==> config.mk <==
export PLATFORM = sky130hd
export DESIGN_NAME = hazard_ctrl_flat
export DESIGN_NICKNAME = d
export VERILOG_FILES = /design/src/rtl/hazard_ctrl_pkg.sv /design/src/rtl/hazard_ctrl_if.sv /design/src/rtl/hazard_ctrl_sat_counter.sv /design/src/rtl/hazard_ctrl.sv /design/src/flat_wrapper.sv
export SDC_FILE = /design/constraint.sdc
export NUM_CORES = 1
export LEC_CHECK = 0
export BUFFER_PORTS_ARGS = -buffer_cell sky130_fd_sc_hd__buf_2
export CORE_ASPECT_RATIO = 1.75
export CORE_MARGIN = 3
export CORE_UTILIZATION = 40
export CTS_CLUSTER_SIZE = 8
export DETAILED_ROUTE_END_ITERATION = 8
export PLACE_DENSITY = 0.59
export SETUP_SLACK_MARGIN = 0.3
export SYNTH_ARGS = -nofsm -noshare
export SYNTH_HDL_FRONTEND = slang
export SYNTH_SLANG_ARGS = --single-unit
export TNS_END_PERCENT = 1
==> constraint.sdc <==
create_clock -name clk -period 3.35 [get_ports clk]
set_input_delay 0.335 -clock clk [delete_from_list [all_inputs] [get_ports clk]]
set_output_delay 0.335 -clock clk [all_outputs]
set_load 0.05 [all_outputs]
==> src/rtl/hazard_ctrl_pkg.sv <==
// Shared types and constants for the pipeline hazard controller.
// Holds the memory-wait FSM encoding and the NOP instruction word.
package hazard_ctrl_pkg;

    typedef enum logic [1:0] {
        RUN      = 2'd0,
        MEM_WAIT = 2'd1,
        ERR      = 2'd2
    } hz_state_e;

    // addi x0, x0, 0 -- what a squashed pipeline register decodes as
    localparam logic [31:0] NOP_INSN = 32'h0000_0013;

endpackage

==> src/rtl/hazard_ctrl_if.sv <==
// Bundle between the pipeline datapath and the hazard controller.
// master: datapath side (drives hazard inputs); slave: controller side.
interface hazard_ctrl_if #(
    parameter int CNT_W = 32
);
    logic [4:0]       IFID_rs1;
    logic [4:0]       IFID_rs2;
    logic             IFID_use_rs2;
    logic [4:0]       IDEX_rd;
    logic             IDEX_MemRead;
    logic             EX_redirect;
    logic             dmem_req;
    logic             dmem_ready;
    logic             pc_stall;
    logic             IFID_stall;
    logic             IFID_flush;
    logic             IDEX_stall;
    logic             IDEX_flush;
    logic             EXMEM_stall;
    logic             MEMWB_bubble;
    logic             mem_err;
    logic [CNT_W-1:0] stall_cnt;
    logic [CNT_W-1:0] flush_cnt;

    modport master (
        output IFID_rs1, IFID_rs2, IFID_use_rs2, IDEX_rd, IDEX_MemRead,
        output EX_redirect, dmem_req, dmem_ready,
        input  pc_stall, IFID_stall, IFID_flush, IDEX_stall, IDEX_flush,
        input  EXMEM_stall, MEMWB_bubble, mem_err, stall_cnt, flush_cnt
    );

    modport slave (
        input  IFID_rs1, IFID_rs2, IFID_use_rs2, IDEX_rd, IDEX_MemRead,
        input  EX_redirect, dmem_req, dmem_ready,
        output pc_stall, IFID_stall, IFID_flush, IDEX_stall, IDEX_flush,
        output EXMEM_stall, MEMWB_bubble, mem_err, stall_cnt, flush_cnt
    );
endinterface

==> src/rtl/hazard_ctrl_sat_counter.sv <==
// Saturating up-counter used for the hazard performance counters.
// Ports: clk, rst (sync active-high), inc (count enable), count (value).
module sat_counter #(
    parameter int W = 32
) (
    input  logic         clk,
    input  logic         rst,
    input  logic         inc,
    output logic [W-1:0] count
);
    logic [W-1:0] count_q;

    always_ff @(posedge clk) begin
        if (rst) begin
            count_q <= '0;
        end else if (inc && (count_q != '1)) begin
            count_q <= count_q + 1'b1;
        end
    end

    assign count = count_q;
endmodule

==> src/rtl/hazard_ctrl.sv <==
// Stall/flush/bubble sequencing for the 5-stage pipeline: load-use,
// EX redirects and data-memory waits with timeout watchdog.
// Ports: clk, rst (sync active-high), hz (hazard_ctrl_if slave bundle).
module hazard_ctrl
    import hazard_ctrl_pkg::*;
#(
    parameter int MEM_TIMEOUT = 64,
    parameter int CNT_W       = 32
) (
    input  logic          clk,
    input  logic          rst,
    hazard_ctrl_if.slave  hz
);
    localparam int WC_W = $clog2(MEM_TIMEOUT + 1);
    localparam logic [WC_W-1:0] WC_LAST = WC_W'(MEM_TIMEOUT - 1);

    hz_state_e       state_q, state_d;
    logic [WC_W-1:0] wcnt_q, wcnt_d;
    logic            err_q, err_d;

    logic mem_wait;
    logic load_use;
    logic freeze;
    logic redir;
    logic lu_stall;

    assign mem_wait = hz.dmem_req & ~hz.dmem_ready;

    assign load_use = hz.IDEX_MemRead & (hz.IDEX_rd != 5'd0) &
                      ((hz.IDEX_rd == hz.IFID_rs1) |
                       (hz.IFID_use_rs2 & (hz.IDEX_rd == hz.IFID_rs2)));

    // One-hot priority: freeze > redirect > load-use; all masked by rst
    always_comb begin
        freeze   = 1'b0;
        redir    = 1'b0;
        lu_stall = 1'b0;
        if (!rst) begin
            if ((state_q == ERR) || mem_wait) begin
                freeze = 1'b1;
            end else if (hz.EX_redirect) begin
                redir = 1'b1;
            end else if (load_use) begin
                lu_stall = 1'b1;
            end
        end
    end

    assign hz.pc_stall     = freeze | lu_stall;
    assign hz.IFID_stall   = freeze | lu_stall;
    assign hz.IFID_flush   = redir;
    assign hz.IDEX_stall   = freeze;
    assign hz.IDEX_flush   = redir | lu_stall;
    assign hz.EXMEM_stall  = freeze;
    assign hz.MEMWB_bubble = freeze;
    assign hz.mem_err      = err_q;

    always_comb begin
        state_d = state_q;
        wcnt_d  = wcnt_q;
        err_d   = err_q;
        unique case (state_q)
            RUN: begin
                if (mem_wait) begin
                    state_d = MEM_WAIT;
                    wcnt_d  = WC_W'(1);
                end
            end
            MEM_WAIT: begin
                // Ready or a dropped request both end the wait
                if (!mem_wait) begin
                    state_d = RUN;
                    wcnt_d  = '0;
                end else if (wcnt_q == WC_LAST) begin
                    state_d = ERR;
                    err_d   = 1'b1;
                end else begin
                    wcnt_d = wcnt_q + 1'b1;
                end
            end
            ERR: begin
                state_d = ERR;
            end
            default: begin
                state_d = RUN;
                wcnt_d  = '0;
            end
        endcase
    end

    always_ff @(posedge clk) begin
        if (rst) begin
            state_q <= RUN;
            wcnt_q  <= '0;
            err_q   <= 1'b0;
        end else begin
            state_q <= state_d;
            wcnt_q  <= wcnt_d;
            err_q   <= err_d;
        end
    end

    sat_counter #(.W(CNT_W)) u_stall_cnt (
        .clk   (clk),
        .rst   (rst),
        .inc   (hz.pc_stall),
        .count (hz.stall_cnt)
    );

    sat_counter #(.W(CNT_W)) u_flush_cnt (
        .clk   (clk),
        .rst   (rst),
        .inc   (redir),
        .count (hz.flush_cnt)
    );
endmodule
==> src/flat_wrapper.sv <==
// flat-port wrapper written by rule: the top's interface ports become plain ports
module hazard_ctrl_flat import hazard_ctrl_pkg::*;
#(
    parameter int MEM_TIMEOUT = 64,
    parameter int CNT_W       = 32
)
  (clk, rst, hz_IFID_rs1, hz_IFID_rs2, hz_IFID_use_rs2, hz_IDEX_rd, hz_IDEX_MemRead, hz_EX_redirect, hz_dmem_req, hz_dmem_ready, hz_pc_stall, hz_IFID_stall, hz_IFID_flush, hz_IDEX_stall, hz_IDEX_flush, hz_EXMEM_stall, hz_MEMWB_bubble, hz_mem_err, hz_stall_cnt, hz_flush_cnt);
  hazard_ctrl_if #(.CNT_W(CNT_W)) hz_i ();
  input  logic clk;
  input  logic rst;
  input wire logic [$bits(hz_i.IFID_rs1)-1:0] hz_IFID_rs1;
  input wire logic [$bits(hz_i.IFID_rs2)-1:0] hz_IFID_rs2;
  input wire logic [$bits(hz_i.IFID_use_rs2)-1:0] hz_IFID_use_rs2;
  input wire logic [$bits(hz_i.IDEX_rd)-1:0] hz_IDEX_rd;
  input wire logic [$bits(hz_i.IDEX_MemRead)-1:0] hz_IDEX_MemRead;
  input wire logic [$bits(hz_i.EX_redirect)-1:0] hz_EX_redirect;
  input wire logic [$bits(hz_i.dmem_req)-1:0] hz_dmem_req;
  input wire logic [$bits(hz_i.dmem_ready)-1:0] hz_dmem_ready;
  output wire logic [$bits(hz_i.pc_stall)-1:0] hz_pc_stall;
  output wire logic [$bits(hz_i.IFID_stall)-1:0] hz_IFID_stall;
  output wire logic [$bits(hz_i.IFID_flush)-1:0] hz_IFID_flush;
  output wire logic [$bits(hz_i.IDEX_stall)-1:0] hz_IDEX_stall;
  output wire logic [$bits(hz_i.IDEX_flush)-1:0] hz_IDEX_flush;
  output wire logic [$bits(hz_i.EXMEM_stall)-1:0] hz_EXMEM_stall;
  output wire logic [$bits(hz_i.MEMWB_bubble)-1:0] hz_MEMWB_bubble;
  output wire logic [$bits(hz_i.mem_err)-1:0] hz_mem_err;
  output wire logic [$bits(hz_i.stall_cnt)-1:0] hz_stall_cnt;
  output wire logic [$bits(hz_i.flush_cnt)-1:0] hz_flush_cnt;
  assign hz_i.IFID_rs1 = hz_IFID_rs1;
  assign hz_i.IFID_rs2 = hz_IFID_rs2;
  assign hz_i.IFID_use_rs2 = hz_IFID_use_rs2;
  assign hz_i.IDEX_rd = hz_IDEX_rd;
  assign hz_i.IDEX_MemRead = hz_IDEX_MemRead;
  assign hz_i.EX_redirect = hz_EX_redirect;
  assign hz_i.dmem_req = hz_dmem_req;
  assign hz_i.dmem_ready = hz_dmem_ready;
  assign hz_pc_stall = hz_i.pc_stall;
  assign hz_IFID_stall = hz_i.IFID_stall;
  assign hz_IFID_flush = hz_i.IFID_flush;
  assign hz_IDEX_stall = hz_i.IDEX_stall;
  assign hz_IDEX_flush = hz_i.IDEX_flush;
  assign hz_EXMEM_stall = hz_i.EXMEM_stall;
  assign hz_MEMWB_bubble = hz_i.MEMWB_bubble;
  assign hz_mem_err = hz_i.mem_err;
  assign hz_stall_cnt = hz_i.stall_cnt;
  assign hz_flush_cnt = hz_i.flush_cnt;
  hazard_ctrl #(.MEM_TIMEOUT(MEM_TIMEOUT), .CNT_W(CNT_W)) u_core (.clk(clk), .rst(rst), .hz(hz_i));
endmodule
## After elaboration in Yosys (flattened, before gate mapping)

Index checks and enable logic that the tools add are counted.

| storage, ports and cells | value |
|---|---|
| bits in registers | 74 |
| bits of input ports | 22 |
| logic and storage cells | 52 |

| cells by class | value |
|---|---|
| add/subtract/negate cells | 3 |
| equality and inequality tests | 10 |
| mux-type cells | 17 |
| bitwise operators | 9 |
| reductions and logical operators | 8 |

Operator list:

| cell | number |
|---|---|
| $add 32x1->32 const B | 2 |
| $ne 32x32->1 const B | 2 |
| $mux 7 | 3 |
| $pmux 7 s3 | 1 |
| $eq 5x5->1 | 2 |
| $mux 1 | 9 |
| $add 7x1->7 const B | 1 |
| $eq 7x6->1 const B | 1 |
| $mux 2 | 3 |
| $ne 3x3->1 const B | 2 |
| $pmux 2 s3 | 1 |
| $reduce_and 3->1 | 2 |
| $reduce_bool 5->1 | 1 |
| $and 1x1->1 | 4 |
| $or 1x1->1 | 3 |
| $eq 2x1->1 const B | 1 |
| $eq 2x2->1 const B | 1 |
| $logic_and 1x1->1 | 2 |
| $logic_not 2->1 | 1 |
| $ne 2x1->1 const B | 1 |
| $not 1->1 | 2 |
| $reduce_and 2->1 | 1 |
| $logic_or 1x1->1 | 1 |

## Longest topological paths before layout

Gate-level depths: netlist of the first run.

| depth | value |
|---|---|
| depth after elaboration | 10 |
| depth in mapped cells | 9 |
| depth with buffers taken out | 8 |

## Cells and area by module

A second synthesis of the first run with hierarchy kept.

| unflattened totals | value |
|---|---|
| cell total of the unflattened synthesis | 487 |
| area, all modules | 4,093.9 µm² |

By module, submodules not included:

| module | instances | cells each | area each (µm²) | seq. area each (µm²) |
|---|---|---|---|---|
| sat_counter | 2 | 199 | 1,674.1 | 640.6 |
| hazard_ctrl | 1 | 89 | 745.7 | 200.2 |

## Worst setup path after synthesis of the first run

No wires, ideal clock.

| timing | value |
|---|---|
| kind | in2out |
| start | input port hz_dmem_ready |
| end | output port hz_pc_stall |
| arrival | 2.489 ns |
| required time | 3.015 ns |
| slack | 0.526 ns |
| stages on the path | 7 |
| cell sequence | nand2b_1 > and2_1 > nor2_1 > a31oi_1 > buf_2 > inv_1 > buf_4 |

| on the way | value |
|---|---|
| longest elaborated chain between the ends | 6 |

Ends and longest elaborated chain:

| what | RTL line | RTL |
|---|---|---|
| from (decl) | flat_wrapper.sv:18 | `input wire logic [$bits(hz_i.dmem_ready)-1:0] hz_dmem_ready;` |
| $not 1->1 | hazard_ctrl.sv:27 | `assign mem_wait = hz.dmem_req & ~hz.dmem_ready;` |
| $and 1x1->1 | hazard_ctrl.sv:27 |  |
| $logic_or 1x1->1 | hazard_ctrl.sv:39 | `if ((state_q == ERR) \|\| mem_wait) begin` |
| $mux 1 | hazard_ctrl.sv:39 |  |
| $mux 1 | hazard_ctrl.sv:38 | `if (!rst) begin` |
| named net hz_EXMEM_stall | flat_wrapper.sv:24 | `output wire logic [$bits(hz_i.EXMEM_stall)-1:0] hz_EXMEM_stall;` |
| $or 1x1->1 | -- |  |
| to (decl) | flat_wrapper.sv:19 | `output wire logic [$bits(hz_i.pc_stall)-1:0] hz_pc_stall;` |

The timed path passes the listed nets, and every way through them passes these cells.

## Worst setup path after layout of the first run

| timing | value |
|---|---|
| start | register u_core.u_stall_cnt.count_q[2], in the netlist u_core.u_stall_cnt.count[2] |
| end | register u_core.u_stall_cnt.count_q[21], in the netlist u_core.u_stall_cnt.count[21] |

| on the way | value |
|---|---|
| longest elaborated chain between the ends | 2 |

Ends and longest elaborated chain:

| what | RTL line | RTL |
|---|---|---|
| from (decl) | hazard_ctrl_sat_counter.sv:11 | `logic [W-1:0] count_q;` |
| from (signal assigned) | hazard_ctrl_sat_counter.sv:17 | `count_q <= count_q + 1'b1;` |
| parallel branches: the longest is 2 deep, another holds $add 32x1->32 | -- |  |

Parallel ways; which one is timed is not known.
A chain may end at the register's enable or synchronous reset.

==> results of run 1 <==
==> cell usage after synthesis (2+ instances only) <==
library cell,count
a21oi_1,34
o22ai_1,2
a211oi_1,4
o311ai_0,3
mux2i_1,3
ha_1,3
nand2_1,40
dfxtp_1,74
nor3_1,8
nand4_1,25
buf_2,5
nor2b_1,4
o21ai_0,28
o41ai_1,3
or4_1,8
and2_1,2
o31ai_1,8
or3_1,22
nor3b_1,2
and4_1,9
buf_4,4
nand3_1,28
o211ai_1,4
and3_1,7
o22a_1,5
xnor2_1,23
or2_2,4
nor4_1,4
mux2_2,2
nor4b_1,2
nand2b_1,2
nor4_4,2
xor2_1,11
clkbuf_1,14
nor2_1,49
inv_1,12
==> worst register-to-register path, delay by kind of cell, from the launching register on <==
family	cells	cell delay [ns]
DFF	1	0.45
and+or+nand+nor	5	1.83
AOI/OAI and AO/OA	1	0.13
==> power groups by stage <==
stage	logic, mW	clock network (mW)	registers [mW]
finish	0.112	1.03	0.891
global route	0.122	1.10	0.891
CTS	0.113	1.06	0.891
detailed placement	0.113	0	0.910
global placement	0.111	0	0.910
floorplan	0.0709	0	0.917
==> routing by layer <==
metal	vias to the layer above	GRT usage, %	part of all wire, %
li1	1897	-	-
met1	1773	21.5	39
met2	77	35.1	54
met3	16	3.86	4.0
met4	0	9.68	2.1
met5	-	0	0
==> logic make-up after synthesis <==
logic type      share of synthesized area (%)
compound gates                           14.9
xor+xnor                                 7.74
fa+ha+maj                               0.976
buf+inv                                  4.07
flops                                    38.5
mux                                      1.37
simple gates                             32.4
==> sequential cells by signal, summed over array words and instances (netlist names) <==
| register | flops |
|---|---|
| u_core.hz.mem_err | 1 |
| u_core.state_q | 2 |
| u_core.u_flush_cnt.count | 32 |
| u_core.u_stall_cnt.count | 32 |
| u_core.wcnt_q | 7 |
==> final timing paths <==
kind                                            start                                   endpoint  slack (ns)
max          u_core.u_stall_cnt.count[2]$_SDFFE_PP0P_  u_core.u_stall_cnt.count[21]$_SDFFE_PP0P_        0.88
min                                               rst              u_core.wcnt_q[3]$_SDFFE_PP0P_        0.41
max reg2reg  u_core.u_stall_cnt.count[2]$_SDFFE_PP0P_  u_core.u_stall_cnt.count[21]$_SDFFE_PP0P_        0.88
min reg2reg            u_core.hz.mem_err$_SDFFE_PP0P_             u_core.hz.mem_err$_SDFFE_PP0P_        0.45
==> area by class of cell <==
class                      instances  share of cell area (%)
multi-input combinational        362                    46.9
timing repair buffer              98                    10.7
inverter                          12                   0.957
clock inverter                     5                    1.65
sequential                        74                    31.5
clock buffer                      11                    5.16
tap                              120                    3.19
==> cell usage in the layout (no fill, tap or decap), types with 3 or more instances in the layout <==
master / netlist / final
or4_1: 8 / 8
nor4_1: 4 / 4
buf_2: 5 / 93
mux2i_1: 3 / 3
a211oi_1: 4 / 4
a21oi_1: 34 / 34
or3_1: 22 / 22
o21ai_0: 28 / 28
nor3_1: 8 / 8
nand3_1: 28 / 28
ha_1: 3 / 3
o211ai_1: 4 / 4
inv_1: 12 / 12
and4_1: 9 / 9
xnor2_1: 23 / 23
o311ai_0: 3 / 3
o22a_1: 5 / 5
nand4_1: 25 / 25
o31ai_1: 8 / 8
and3_1: 7 / 7
nor2b_1: 4 / 4
xor2_1: 11 / 11
buf_4: 4 / 5
o41ai_1: 3 / 3
clkbuf_16: 0 / 9
nor2_1: 49 / 49
or2_2: 4 / 4
nand2_1: 40 / 40
dfxtp_1: 74 / 74
==> through the flow <==
stage                     setup slack (ns)  utilization (%)  hold WS (ns)  std cells
after global placement               0.890             47.6         0.434        666
after floorplan                      0.526                -         0.467        472
final                                0.878             51.1         0.409        682
after global routing                 0.656             51.1         0.426        682
after detailed placement             0.887             47.6         0.441        666
after CTS                            0.870             51.1         0.402        682
==> run summary, run 1 <==
The effective utilization at floorplan is 41.8%. The worst setup path is captured at a flip-flop. The number of input and output port buffers inserted is 93. Sequential elements use 38.5% of the synthesized area. The critical path data required time is 3.61 ns. Entering global routing, the biggest net connects 54 pins. The minimum clock period came out at 2.47 ns.

In this run the worst hold path is classified as in -> reg. The fraction of power consumed by the clock network came out at 50.8%. The first-pass GRT wire length is 17000 um. Of the cells placed in the final design, the portion with a size suffix greater than 1 is 22.2%. The highest achievable clock rate came out at 405 MHz. The critical path depth in cells is 6. After the last flow step, the layout net total stands at 582. The area of the placeable core came out at 9210 um^2. The net switching power of the design came out at 0.448 mW. Measured in cells, the most critical reg-to-reg path has a length of 6. Setup repair after global routing left no endpoint under its margin. The worst path arrival time is 2.73 ns. Using the TritonRoute via totals, the vias-per-cell ratio works out to 5.52.

After synthesis the netlist holds a flip-flop and latch count of 74. The flip-flop cell with the highest count after synthesis is dfxtp_1. The number of diodes added for antenna fixing is 0.

The placement-stage cell area is 4390 um^2. The count of boundary I/O pins is 94. Setup violations remaining at the end of the flow were counted as 0.

Traced cell by cell, the critical path runs through nand4_2 > nor4_2 > nand3_1 > or2_2 > or3_1 > a21oi_1. The chip height came out at 136 um. The detailed-router iteration count before antenna repair is 4. The global routing usage summed across all routing layers is 19.6%.

The average wire length per cell after detail routing came out at 15.1 um. Counting instances, the worst hold path has a depth of 2. The design draws 2.04 mW. The final setup TNS is 0 ns.

The number of max-capacitance violations reported is 0. Measured against its own limit, the worst slew margin works out to 49.9%. The share of total power in combinational logic is 5.5%. The latest clock arrival within the worst-skew pair is 0.33 ns. The width of the die is 80.1 um. The number of hold violations in the final report was 0. Summing all flip-flop and latch instances after layout gives 1480 um^2. The number of fill cells in the layout is 906. The max-slew violation count is 0. The clock transition time at the flip-flop clock pins of the worst setup and hold paths came out at 0.06 ns. The clock net sink count came out at 74. The root buffer cell chosen for the clock tree is clkbuf_16. The total via count after detailed routing is 3763. The net count after synthesis came out at 497. The count of cells resized by post-cts repair is 0. The number of flops mapped to enable cells by yosys came out at 0. Dividing the final minimum period by the clock period gives 73.8%.

The flow ran to the end, and the final reports show no timing, DRC or antenna violations. The final clock skew is 0.00426 ns. The CTS buffer count came out at 9.

The remaining global-route overflow came out at 0. The post-CTS setup buffer count is 0. Summing every instance area after synthesis gives 3840 um^2. The critical path startpoint category is a flip-flop.

The placer congestion estimate came out at 0.796. The number of nets with antenna violations after routing is 0. The number of design-rule violations left by the first detailed-router iteration is 159. The via count of the first global-routing pass came to 3603. The number of antenna violations at the first check in global routing is 0. The largest single stage delay on the critical path is 0.51 ns.

The floorplan step defined a die boundary enclosing 10900 um^2. Of the total power, the share spent switching nets is 22.0%. The synthesis-to-finish area growth came out at 22.4%. In this run, post-CTS hold repair placed 0 buffers. The post-synthesis cell type count is 48.

The multi-input combinational cells in the finished layout cover a total of 2210 um^2. The largest delay contributor family on the critical path is simple AND/OR/NAND/NOR gates. The synthesized design devotes to its leading area cell type 38.5% of total area.

The wire length after detailed routing came out at 10300 um. The finished cells cover 4710 um^2. The transition time at the pin with the least slew margin is 0.747 ns. The fraction of synthesis flops using an asynchronous set or reset pin came out at 0%. The residual DRC count is 0.

TritonCTS built the clock tree. The total half-perimeter wirelength after legalization and detailed placement came out at 7570 um. By area the synthesized netlist is led by dfxtp_1, xnor2_1, nor2_1. The power density over cell area came out at 433 nW/um^2. The largest individual stage delay along the critical path comes from the cell nor4_2. After technology mapping, the gate count stands at 472. The type of the worst setup path is reg -> reg. In this run, flip-flops and latches consume 43.7% of the power.

Yosys printed 0 warnings. A synthesized cell averages 8.15 um^2. The highest ir drop seen on vdd is 0.000359 V.

The leakage power came out at 1.84 nW. The internal power contribution is 1.59 mW. The cell type contributing the most total cell area after synthesis is dfxtp_1. The clock passes through at most 2 buffers.

Of all nets on the critical path, the largest fanout is 11. The cell row count is 46. The number of buffer and inverter stages on the critical path is 0. The deepest level of the CTS H-tree came out at 3.
No activity file was read; power rests on OpenSTA's default activity.
==> run 2, diff against run 1 <==
ABC_AREA = 1   (was default)
PLACE_DENSITY = 0.57   (was 0.59)
clock period = 2.4 ns   (was 3.35 ns; I/O delays follow)
==> run summary, run 2 <==
The number of input and output port buffers inserted came out at 93 (unchanged). The most used flip-flop cell after synthesis is dfxtp_1. The post-synthesis sequential area ratio is 30.5% (-8.0 points). The number of setup violations in the final report is 0 (unchanged). The effective utilization at floorplan is 41.5% (-0.28 points).

TritonCTS built the clock tree. The top cell types in the final layout, fill and taps aside, are nand2_1, nor2_1, buf_2. The number of diodes added for antenna fixing was 0 (unchanged). The clock transition time at the flip-flop clock pins of the worst setup and hold paths is 0.06 ns (about the same).

The number of flops mapped to enable cells by yosys is 0 (unchanged). By startpoint and endpoint, the worst setup path is classified as reg -> reg. The post-synthesis cell type count came out at 32 (-33%). The width of the die was 89.3 um (+11%). Setup repair after global routing could not meet its margin everywhere. Yosys instantiated no cell more often than nand2_1. The root buffer cell chosen for the clock tree is clkbuf_16.

The placer congestion estimate came out at 1.01 (+27%). The number of hold violations in the final report is 0 (unchanged). The final setup TNS came out at 0 ns (unchanged). The clock net sink count came out at 74 (unchanged). The remaining global-route overflow came out at 0 (unchanged). The global routing usage summed across all routing layers was 23.3% (+3.7 points). The post-synthesis instance area is 4860 um^2 (+26%). The transition time at the pin with the least slew margin came to 0.678 ns (-0.0689 ns). The number of fill cells in the layout was 1227 (+35%). The area of the placeable core was 11700 um^2 (+27%). The area of the die came out at 13600 um^2 (+25%). The count of boundary I/O pins came to 94 (unchanged). The number of antenna violations at the first check in global routing was 0 (unchanged). The residual DRC count is 0 (unchanged). The number of max-capacitance violations reported is 0 (unchanged). The synthesized area divided by synthesized cell count came out at 6.10 um^2 (-25%).

The detailed-router iteration count before antenna repair is 4 (unchanged). The CTS buffer count is 9 (unchanged). The number of instances in the placed design is 1021 (+53%). The net count after synthesis came to 821 (+65%).

The highest ir drop seen on vdd is 0.000298 V (-17%). The final clock period utilization by the worst path came out at 82.1% (+8.4 points). The total via count after detailed routing came to 5306 (+41%). The clock tree buffer depth is 2 (unchanged). The leading cell type in the layout, fill and taps excluded is nand2_1.

The number of nets with antenna violations after routing is 0 (unchanged). The gate count after technology mapping came to 796 (+69%). The highest achievable clock rate is 507 MHz (+25%). The worst max-slew margin expressed relative to the limit was 54.8% (+4.9 points). The first-pass GRT wire length is 24300 um (+43%). The worst-path maximum fanout is 19 (+8). The total of flip-flops plus latches after synthesis came out at 74 (unchanged). The final clock skew came out at 0.00401 ns (-0.000252 ns). The number of synthesis warnings came out at 0 (unchanged). The deepest level of the CTS H-tree is 3 (unchanged).

The post-layout net count is 929 (+60%). The flow ran to the end, and the final reports show no timing, DRC or antenna violations. The cell row count is 52 (+13%).

The fraction of synthesis flops using an asynchronous set or reset pin is 0% (unchanged). The max-slew violation count is 0 (unchanged). The post-route non-filler standard cell count came out at 1044 (+53%). The min-delay analysis places its worst path in the category in -> reg. STA classifies the critical path endpoint as a flip-flop. The overall power consumption came out at 3.04 mW (+49%). By count the netlist is led by nand2_1, nor2_1, dfxtp_1. The leakage power came to 2.52 nW (+37%). The synthesis-to-finish area growth is 21.5%.

The number of design-rule violations left by the first detailed-router iteration came out at 173 (+8.8%). The chip height came out at 152 um (+12%). The critical path data required time is 2.64 ns (-0.97 ns). The latest clock arrival within the worst-skew pair came out at 0.33 ns (about the same).

By area the synthesized netlist is led by dfxtp_1, nand2_1, nor2_1. The top-area cell type share of the netlist area is 30.5% (-8.0 points). The worst path arrival time is 2.21 ns (-0.52 ns). The via count of the first global-routing pass is 5136 (+43%). The pin count of the biggest net entering global routing is 57 (+5.6%). The wire length after detailed routing is 15500 um (+51%). The average wire length per cell after detail routing was 14.9 um (-1.3%). The total half-perimeter wirelength after legalization and detailed placement was 12000 um (+59%).

Of all cell types, the one taking the most synthesized area is dfxtp_1. The worst setup path is launched from a flip-flop. The minimum clock period is 1.97 ns (-0.500 ns).

The share of cells above drive strength 1 was 17.9% (-4.3 points). The power density over cell area is 516 nW/um^2 (+19%). The average vias per placed instance came out at 5.08 (-7.9%).
[run 2: cell types whose count changed after synthesis, moves of 13 or more]
cell      delta
nand2_1    +238
nor2_1      +74
inv_1       +49
a21oi_1     +33
nand3_1     +23
or3_1       -22
nand4_1     -20
nand3b_1    +13
xnor2_1     -13
[run 2: cells by family after synthesis]
logic type,count (synthesis),synth area share [%]
xor+xnor,32,5.77
fa+ha+maj,3,0.773
buf+inv,90,9.02
compound gates,86,8.99
flops,74,30.5
simple gates,511,45.0
[run 2: power by group]
group          total [mW]  internal [mW]  switching [mW]
Combinational       0.203         0.0596           0.143
Sequential           1.24           1.23         0.00597
Clock                1.60           1.05           0.551
Total                3.04           2.34           0.700
[run 2: repair_timing]
item	CTS	global route
pin swaps	0	2
hold buffers	0	0
endpoints found under the setup margin	2	56
gates resized for setup	1	7
buffers inserted	0	7
[run 2: worst max-delay path: stages (launching register included)]
cell and delay, ns:
dfxtp_1 0.40, ha_1 0.20, inv_1 0.09, nor2_2 0.15, nand2_2 0.10, nor2_2 0.17, nand3_2 0.15, nand2_8 0.16
buf_6 0.20, nor3_1 0.06, nor2_1 0.20
[run 2: final cells by class]
| cell class | count | area [um^2] | share of cell area (%) |
|---|---|---|---|
| multi-input cells | 632 | 2960 | 50.2 |
| flip-flops and latches | 74 | 1480 | 25.1 |
| repair buffers | 121 | 684 | 11.6 |
| inverters | 66 | 251 | 4.26 |
| clock buffers | 10 | 239 | 4.05 |
| well taps | 135 | 169 | 2.86 |
| clock inverters | 6 | 113 | 1.91 |
[run 2: layer usage]
metal	wire length, um	global-route usage (%)
met1	5570	22.5
met2	8400	43.4
met3	523	3.19
met4	1050	16.5
met5	0	0
[run 2: worst paths after layout]
kind	start	end	slack (ns)	cells after the start
worst min-delay path	hz_dmem_ready	u_core.state_q[0]$_SDFFE_PP0P_	0.30	6
worst max register to register	u_core.u_flush_cnt.count[1]$_SDFFE_PP0P_	u_core.u_flush_cnt.count[8]$_SDFFE_PP0P_	0.43	10
worst max-delay path	u_core.u_flush_cnt.count[1]$_SDFFE_PP0P_	u_core.u_flush_cnt.count[8]$_SDFFE_PP0P_	0.43	10
worst min register to register	u_core.wcnt_q[6]$_SDFFE_PP0P_	u_core.wcnt_q[6]$_SDFFE_PP0P_	0.46	2
[run 2: metrics by stage]
step | utilization [%] | area, um^2 | worst slack [ns] | hold slack [ns]
3_3_place_gp | 46.6 | 5460 | 0.403 | 0.447
3_5_place_dp | 46.6 | 5460 | 0.357 | 0.449
4_1_cts | 49.7 | 5820 | 0.334 | 0.291
5_1_grt | 50.4 | 5900 | 0.250 | 0.374
6_report | 50.4 | 5900 | 0.429 | 0.301
2_1_floorplan | - | 4860 | 0.305 | 0.421
